$ cat src/rtl/isa_dispatch_pkg.sv
// Shared definitions for the fetch/decode/dispatch controller: instruction
// field layout, reserved opcodes, FSM state encoding and the IP commit helper.
package isa_dispatch_pkg;

    // Instruction word field positions
    localparam int OPCODE_LSB = 0;
    localparam int OPCODE_W   = 8;
    localparam int R0_LSB     = 8;
    localparam int R1_LSB     = 12;
    localparam int R2_LSB     = 16;
    localparam int REG_W      = 4;
    localparam int RSVD_LSB   = 20;

    // Opcodes with a fixed meaning; opcode N below NUM_UNITS selects unit N
    localparam logic [7:0] OP_BRC_EQ = 8'h00;
    localparam logic [7:0] OP_ALU    = 8'h01;
    localparam logic [7:0] OP_LDST   = 8'h02;
    localparam logic [7:0] OP_HALT   = 8'hFF;

    // Controller states
    typedef enum logic [2:0] {
        ST_FETCH    = 3'd0,
        ST_WAIT_MEM = 3'd1,
        ST_DECODE   = 3'd2,
        ST_EXEC     = 3'd3,
        ST_RELEASE  = 3'd4,
        ST_HALT     = 3'd5
    } state_t;

    // Next instruction pointer: branch target if taken, else fall through
    // (plain 64-bit addition, so the top of the address space wraps to 0)
    function automatic logic [63:0] next_ip(
        input logic [63:0] cur_ip,
        input logic        taken,
        input logic [63:0] target,
        input logic [63:0] step
    );
        logic [63:0] result;
        if (taken) begin
            result = target;
        end else begin
            result = cur_ip + step;
        end
        return result;
    endfunction

endpackage

$ cat src/rtl/isa_dispatch_decode.sv
// Purely combinational instruction decoder: splits the fetched word into
// opcode and register fields and classifies the opcode.
module isa_decode
    import isa_dispatch_pkg::*;
#(
    parameter int NUM_UNITS = 8
) (
    input  logic [31:0]      instr,
    output logic [7:0]       opcode,
    output logic [REG_W-1:0] r0,
    output logic [REG_W-1:0] r1,
    output logic [REG_W-1:0] r2,
    output logic             is_halt,
    output logic             is_valid
);

    // Upper bits are reserved and deliberately ignored
    logic reserved_unused_s;

    assign reserved_unused_s = ^instr[31:RSVD_LSB];

    assign opcode   = instr[OPCODE_LSB +: OPCODE_W];
    assign r0       = instr[R0_LSB +: REG_W];
    assign r1       = instr[R1_LSB +: REG_W];
    assign r2       = instr[R2_LSB +: REG_W];
    assign is_halt  = (opcode == OP_HALT);
    assign is_valid = ({24'd0, opcode} < 32'(NUM_UNITS));

endmodule

$ cat src/rtl/isa_dispatch.sv
// Fetch/decode/dispatch controller. Owns the instruction pointer, fetches one
// 32-bit word per instruction, enables exactly one executor unit and commits
// either the branch target or the fall-through address once the unit is done.
module isa_dispatch
    import isa_dispatch_pkg::*;
#(
    parameter int          NUM_UNITS    = 8,
    parameter logic [63:0] RESET_IP     = 64'h0,
    parameter int          INSTR_BYTES  = 4,
    parameter int          EXEC_TIMEOUT = 255
) (
    input  logic                 clk,
    input  logic                 rst_n,
    output logic [63:0]          mem_addr,
    output logic                 mem_re,
    input  logic [31:0]          mem_data,
    input  logic                 mem_valid,
    output logic [NUM_UNITS-1:0] exec_en,
    output logic [3:0]           r0,
    output logic [3:0]           r1,
    output logic [3:0]           r2,
    input  logic [NUM_UNITS-1:0] exec_finished,
    input  logic                 ip_set,
    input  logic [63:0]          ip_val,
    output logic [63:0]          ip,
    output logic                 halted,
    output logic                 illegal
);

    localparam int               CNT_W      = (EXEC_TIMEOUT > 1) ? $clog2(EXEC_TIMEOUT + 1) : 1;
    localparam logic [CNT_W-1:0] CNT_LAST   = (EXEC_TIMEOUT > 0) ? CNT_W'(EXEC_TIMEOUT - 1) : {CNT_W{1'b0}};
    localparam logic             TIMEOUT_EN = (EXEC_TIMEOUT > 0) ? 1'b1 : 1'b0;
    localparam logic [63:0]      IP_STEP    = 64'(INSTR_BYTES);

    // State and datapath registers
    state_t               state_r;
    state_t               state_nxt_s;
    logic [63:0]          ip_r;
    logic [31:0]          instr_r;
    logic [3:0]           r0_r;
    logic [3:0]           r1_r;
    logic [3:0]           r2_r;
    logic                 branch_pending_r;
    logic [63:0]          branch_target_r;
    logic [CNT_W-1:0]     cnt_r;

    // Registered outputs and their next values
    logic [NUM_UNITS-1:0] exec_en_r;
    logic [NUM_UNITS-1:0] exec_en_nxt_s;
    logic                 mem_re_r;
    logic                 mem_re_nxt_s;
    logic                 halted_r;
    logic                 halted_nxt_s;
    logic                 illegal_r;
    logic                 illegal_nxt_s;

    // Decoder results for the latched instruction
    logic [7:0]           dec_opcode_s;
    logic [3:0]           dec_r0_s;
    logic [3:0]           dec_r1_s;
    logic [3:0]           dec_r2_s;
    logic                 dec_is_halt_s;
    logic                 dec_is_valid_s;

    // Status of the active executor
    logic                 finished_sel_s;
    logic                 timeout_hit_s;

    isa_decode #(
        .NUM_UNITS (NUM_UNITS)
    ) u_decode (
        .instr    (instr_r),
        .opcode   (dec_opcode_s),
        .r0       (dec_r0_s),
        .r1       (dec_r1_s),
        .r2       (dec_r2_s),
        .is_halt  (dec_is_halt_s),
        .is_valid (dec_is_valid_s)
    );

    // exec_en_r is one-hot on the selected unit during EXEC, so masking the
    // finished vector with it ignores every other unit
    assign finished_sel_s = |(exec_finished & exec_en_r);
    assign timeout_hit_s  = TIMEOUT_EN && (cnt_r == CNT_LAST);

    assign mem_addr = ip_r;
    assign ip       = ip_r;
    assign mem_re   = mem_re_r;
    assign exec_en  = exec_en_r;
    assign r0       = r0_r;
    assign r1       = r1_r;
    assign r2       = r2_r;
    assign halted   = halted_r;
    assign illegal  = illegal_r;

    // State register
    always_ff @(posedge clk or negedge rst_n) begin
        if (!rst_n) begin
            state_r <= ST_FETCH;
        end else begin
            state_r <= state_nxt_s;
        end
    end

    // Next-state logic
    always_comb begin
        state_nxt_s = state_r;
        case (state_r)
            ST_FETCH: begin
                state_nxt_s = ST_WAIT_MEM;
            end
            ST_WAIT_MEM: begin
                if (mem_valid && mem_re_r) begin
                    state_nxt_s = ST_DECODE;
                end else begin
                    state_nxt_s = ST_WAIT_MEM;
                end
            end
            ST_DECODE: begin
                if (dec_is_valid_s) begin
                    state_nxt_s = ST_EXEC;
                end else begin
                    state_nxt_s = ST_HALT;
                end
            end
            ST_EXEC: begin
                if (finished_sel_s) begin
                    state_nxt_s = ST_RELEASE;
                end else if (timeout_hit_s) begin
                    state_nxt_s = ST_HALT;
                end else begin
                    state_nxt_s = ST_EXEC;
                end
            end
            ST_RELEASE: begin
                state_nxt_s = ST_FETCH;
            end
            ST_HALT: begin
                state_nxt_s = ST_HALT;
            end
            default: begin
                state_nxt_s = ST_HALT;
            end
        endcase
    end

    // Output logic: values the outputs take in the state being entered
    always_comb begin
        mem_re_nxt_s  = 1'b0;
        exec_en_nxt_s = {NUM_UNITS{1'b0}};
        halted_nxt_s  = 1'b0;
        illegal_nxt_s = 1'b0;
        case (state_nxt_s)
            ST_FETCH, ST_WAIT_MEM: begin
                mem_re_nxt_s = 1'b1;
            end
            ST_EXEC: begin
                if (state_r == ST_DECODE) begin
                    exec_en_nxt_s = NUM_UNITS'(1'b1) << dec_opcode_s;
                end else begin
                    exec_en_nxt_s = exec_en_r;
                end
            end
            ST_HALT: begin
                halted_nxt_s = 1'b1;
                if (state_r == ST_HALT) begin
                    illegal_nxt_s = illegal_r;
                end else if (state_r == ST_DECODE) begin
                    illegal_nxt_s = ~dec_is_halt_s;
                end else begin
                    illegal_nxt_s = 1'b1;
                end
            end
            default: begin
                mem_re_nxt_s = 1'b0;
            end
        endcase
    end

    // Output registers; reset drops exec_en without waiting for a clock
    always_ff @(posedge clk or negedge rst_n) begin
        if (!rst_n) begin
            mem_re_r  <= 1'b0;
            exec_en_r <= {NUM_UNITS{1'b0}};
            halted_r  <= 1'b0;
            illegal_r <= 1'b0;
        end else begin
            mem_re_r  <= mem_re_nxt_s;
            exec_en_r <= exec_en_nxt_s;
            halted_r  <= halted_nxt_s;
            illegal_r <= illegal_nxt_s;
        end
    end

    // Datapath: instruction latch, register fields, branch capture, timeout
    // counter and IP commit
    always_ff @(posedge clk or negedge rst_n) begin
        if (!rst_n) begin
            ip_r             <= RESET_IP;
            instr_r          <= 32'd0;
            r0_r             <= 4'd0;
            r1_r             <= 4'd0;
            r2_r             <= 4'd0;
            branch_pending_r <= 1'b0;
            branch_target_r  <= 64'd0;
            cnt_r            <= {CNT_W{1'b0}};
        end else begin
            case (state_r)
                ST_WAIT_MEM: begin
                    if (mem_valid) begin
                        instr_r <= mem_data;
                    end
                end
                ST_DECODE: begin
                    r0_r             <= dec_r0_s;
                    r1_r             <= dec_r1_s;
                    r2_r             <= dec_r2_s;
                    branch_pending_r <= 1'b0;
                    cnt_r            <= {CNT_W{1'b0}};
                end
                ST_EXEC: begin
                    cnt_r <= cnt_r + CNT_W'(1'b1);
                    // A later pulse overwrites an earlier target
                    if (ip_set) begin
                        branch_target_r  <= ip_val;
                        branch_pending_r <= 1'b1;
                    end
                end
                ST_RELEASE: begin
                    ip_r <= next_ip(ip_r, branch_pending_r, branch_target_r, IP_STEP);
                end
                default: begin
                    cnt_r <= cnt_r;
                end
            endcase
        end
    end

endmodule

$ cat config.mk
export PLATFORM = sky130hd
export DESIGN_NAME = isa_dispatch
export DESIGN_NICKNAME = d
export VERILOG_FILES = /design/src/rtl/isa_dispatch_pkg.sv /design/src/rtl/isa_dispatch_decode.sv /design/src/rtl/isa_dispatch.sv
export SDC_FILE = /design/constraint.sdc
export NUM_CORES = 1
export LEC_CHECK = 0
export ABC_AREA = 1
export BUFFER_PORTS_ARGS = -buffer_cell sky130_fd_sc_hd__buf_4
export CORE_MARGIN = 2
export CORE_UTILIZATION = 51
export CTS_BUF_LIST = sky130_fd_sc_hd__clkbuf_2 sky130_fd_sc_hd__clkbuf_4 sky130_fd_sc_hd__clkbuf_8
export CTS_CLUSTER_SIZE = 28
export DETAILED_ROUTE_END_ITERATION = 12
export PLACE_DENSITY_LB_ADDON = 0.12
export SLEW_MARGIN = 0
export SYNTH_ARGS = -nofsm -noshare
export SYNTH_HDL_FRONTEND = slang
export SYNTH_HIERARCHICAL = 1
export SYNTH_SLANG_ARGS = --single-unit
$ cat constraint.sdc
create_clock -name clk -period 1.75 [get_ports clk]
set_input_delay 0.2625 -clock clk [delete_from_list [all_inputs] [get_ports clk]]
set_output_delay 0.2625 -clock clk [all_outputs]
set_load 0.005 [all_outputs]
==> metrics.md <==
| Metric | Value |
|---|---|
| Status | complete, no violations |
| Clock Skews | 0.02028 ns |
| Layout cells sized above 1 | 34.11% |
| Clock Tree Root | clkbuf_8 |
| First-pass DRT Iterations | 5 |
| Gpl congestion | 0.9268 |
| Tot GR Track Use | 30.02% |
| Final wirelength | 32810 um |
| Vias in the first global route | 10.06k |
| Port Buf Inserts | 246 |
| Clock sinks | 183 |
| Nets | 1863 |
| Starting density of the core | 52.37% |
| Util after Layout | 71.78% |
| CTS H-tree depth | 4 |
| CP required | 2.16 ns |
| DRC viols | 0 |
| Worst hold path class | in2reg |
| Row count | 52 |
| Maximum capacitance violations | 0 |
| Antenna Nets Post-Route | 0 |
| CP Class | reg2reg |
| Clk_lat worst skew | 0.50 ns |
| Setup_tns | 0 ns |
| Die outline area | 22080 um2 |
| Multi-input gate area | 4873 um2 |
| CTS clk-pin slew, worst paths | 0.12 ns |
| Final Hold Viols | 0 |
| HPWL after DPL | 24450 um |
| Finish-stage setup viols | 0 |
| Num ports | 259 |
| First-pass GRT wire length | 51510 um |
| Chip height | 148.6 um |
| Inserted Clock Buffers | 17 |
| Most frequent cells in the layout | buf_4, nand2_1, dfrtp_1, nor2_1, inv_1 |
| Cells after Synth | 1395 |
| Max frequency | 573.9 MHz |
| Critical path data arrival time | 2.15 ns |
| Syn Nets | 1506 |
| VDD IR max | 0.0007246 V |
| Vias/cell | 5.130 |
| Clock tree buffer depth | 2 |
| Critical Path End Type | register |
| Filler cells | 1681 |
| Number of diodes | 0 |
| Post-synthesis cell area | 10660 um2 |
| Yosys warnings | 6 |
| Overflow after GRT | 0 |
| Placed Cells | 1928 |
| Pins Over Slew Limit | 0 |
| Crit path launch type | register |
| Min Clock Period, post-route | 1.742 ns |
| Worst Setup SP | ip[3]$_DFFE_PN0N_ |
| Initial drt markers | 711 |
| Core area | 20360 um2 |
| Area growth, synth to finish | 37.08% |
| Drt wl/cell | 16.12 um |
| Setup crit end | ip[38]$_DFFE_PN0N_ |
| Fin cells | 2035 |
| Worst r2r path cells | 12 |
| Register area | 4587 um2 |
| R2R Path End | ip[38]$_DFFE_PN0N_ |
| Max-slew headroom | 70.97% |
| R2r setup slk | 0.008 ns |
| Post-route clock period utilization | 99.56% |
| Average size of a mapped cell | 7.644 um2 |
| Die Wd | 148.6 um |
| Critical R2R Launch | ip[3]$_DFFE_PN0N_ |
| Via Count | 10.44k |
| Pin count of the biggest net entering global routing | 51 |
| Initial antenna violation count | 0 |
| Commonest non-fill, non-tap cell in the layout | buf_4 |
| Worst slew pin tran | 0.4355 ns |
| CTS tree | yes |
| RSZ-0062 raised after global routing | true |
| PwrDens | 522.0 nW/um2 |
| Leakage | 7.803 nW |
| Maximum fanout along the worst path | 5 |
sequential cells by signal (all words and copies together), names as in the netlist, 3 cells and up:
register	count
branch_target_r	64
ip	64
exec_en	8
state_r	3
r1	4
instr_r	20
r2	4
cnt_r	8
r0	4
stage by stage:
step	total power [mW]	area (um2)	hold WS, ns	setup WS [ns]
3_3_place_gp	4.579	13210	0.2048	-0.03659
5_1_grt	7.884	14620	0.001513	-0.1041
6_report	7.631	14620	0.01235	0.007681
4_1_cts	7.669	14300	0.001246	0.001140
3_5_place_dp	4.584	13210	0.2095	-0.03659
2_1_floorplan	4.312	10660	-0.03309	0.02012
worst max-delay path, cell delays in order (launching register included):
cell     delay [ns]
dfrtp_1        0.37
ha_2           0.19
nand2_2        0.08
nor2_4         0.19
nand2_4        0.13
nor2_4         0.19
nand2_2        0.10
nor2_2         0.09
nand2_1        0.07
nand2_2        0.07
nand2_1        0.05
o21ai_1        0.06
inv_1          0.05
how the worst min path moves through the flow:
stage,from,depth (start not counted),endpoint,slack [ns]
after global routing,ip_val[47],3,branch_target_r[47]$_DFFE_PN0P_,0.002
after global placement,rst_n,1,branch_target_r[38]$_DFFE_PN0P_,0.20
final,ip_val[12],3,branch_target_r[12]$_DFFE_PN0P_,0.01
after floorplan,rst_n,0,branch_pending_r$_DFFE_PN0P_,-0.03
after detailed placement,rst_n,1,branch_target_r[39]$_DFFE_PN0P_,0.21
after CTS,ip_val[8],2,branch_target_r[8]$_DFFE_PN0P_,0.001
routing by layer:
metal  track usage (%)  share of wire, %  vias to the layer above
met5                 0                 0                        -
met4             9.667               2.6                        0
met3             5.583               5.7                       46
met2             51.85                50                      333
met1             38.28                41                     4988
li1                  -                 -                     5073
power by group:
part | switching, mW | internal (mW) | total, mW
Sequential | 0 | 4.23 | 4.23
Clock | 1.88 | 1.14 | 3.02
Combinational | 0.145 | 0.243 | 0.388
Total | 2.02 | 5.61 | 7.63
layout make-up:
cell class	count	area share, %
repair buffers	465	25.94
clock buffers	18	1.695
well taps	270	2.311
inverters	157	4.083
flip-flops and latches	183	31.38
clock inverters	14	1.250
multi-input cells	928	33.34
what timing repair did:
| action | CTS | global route |
|---|---|---|
| gates resized for setup | 11 | 85 |
| setup buffers | 1 | 13 |
| hold endpoints to repair | 91 | 1 |
| hold buffers | 62 | 1 |
| pin swaps | 2 | 24 |
| setup endpoints to repair | 10 | 53 |
No activity file was read; power rests on OpenSTA's default activity.
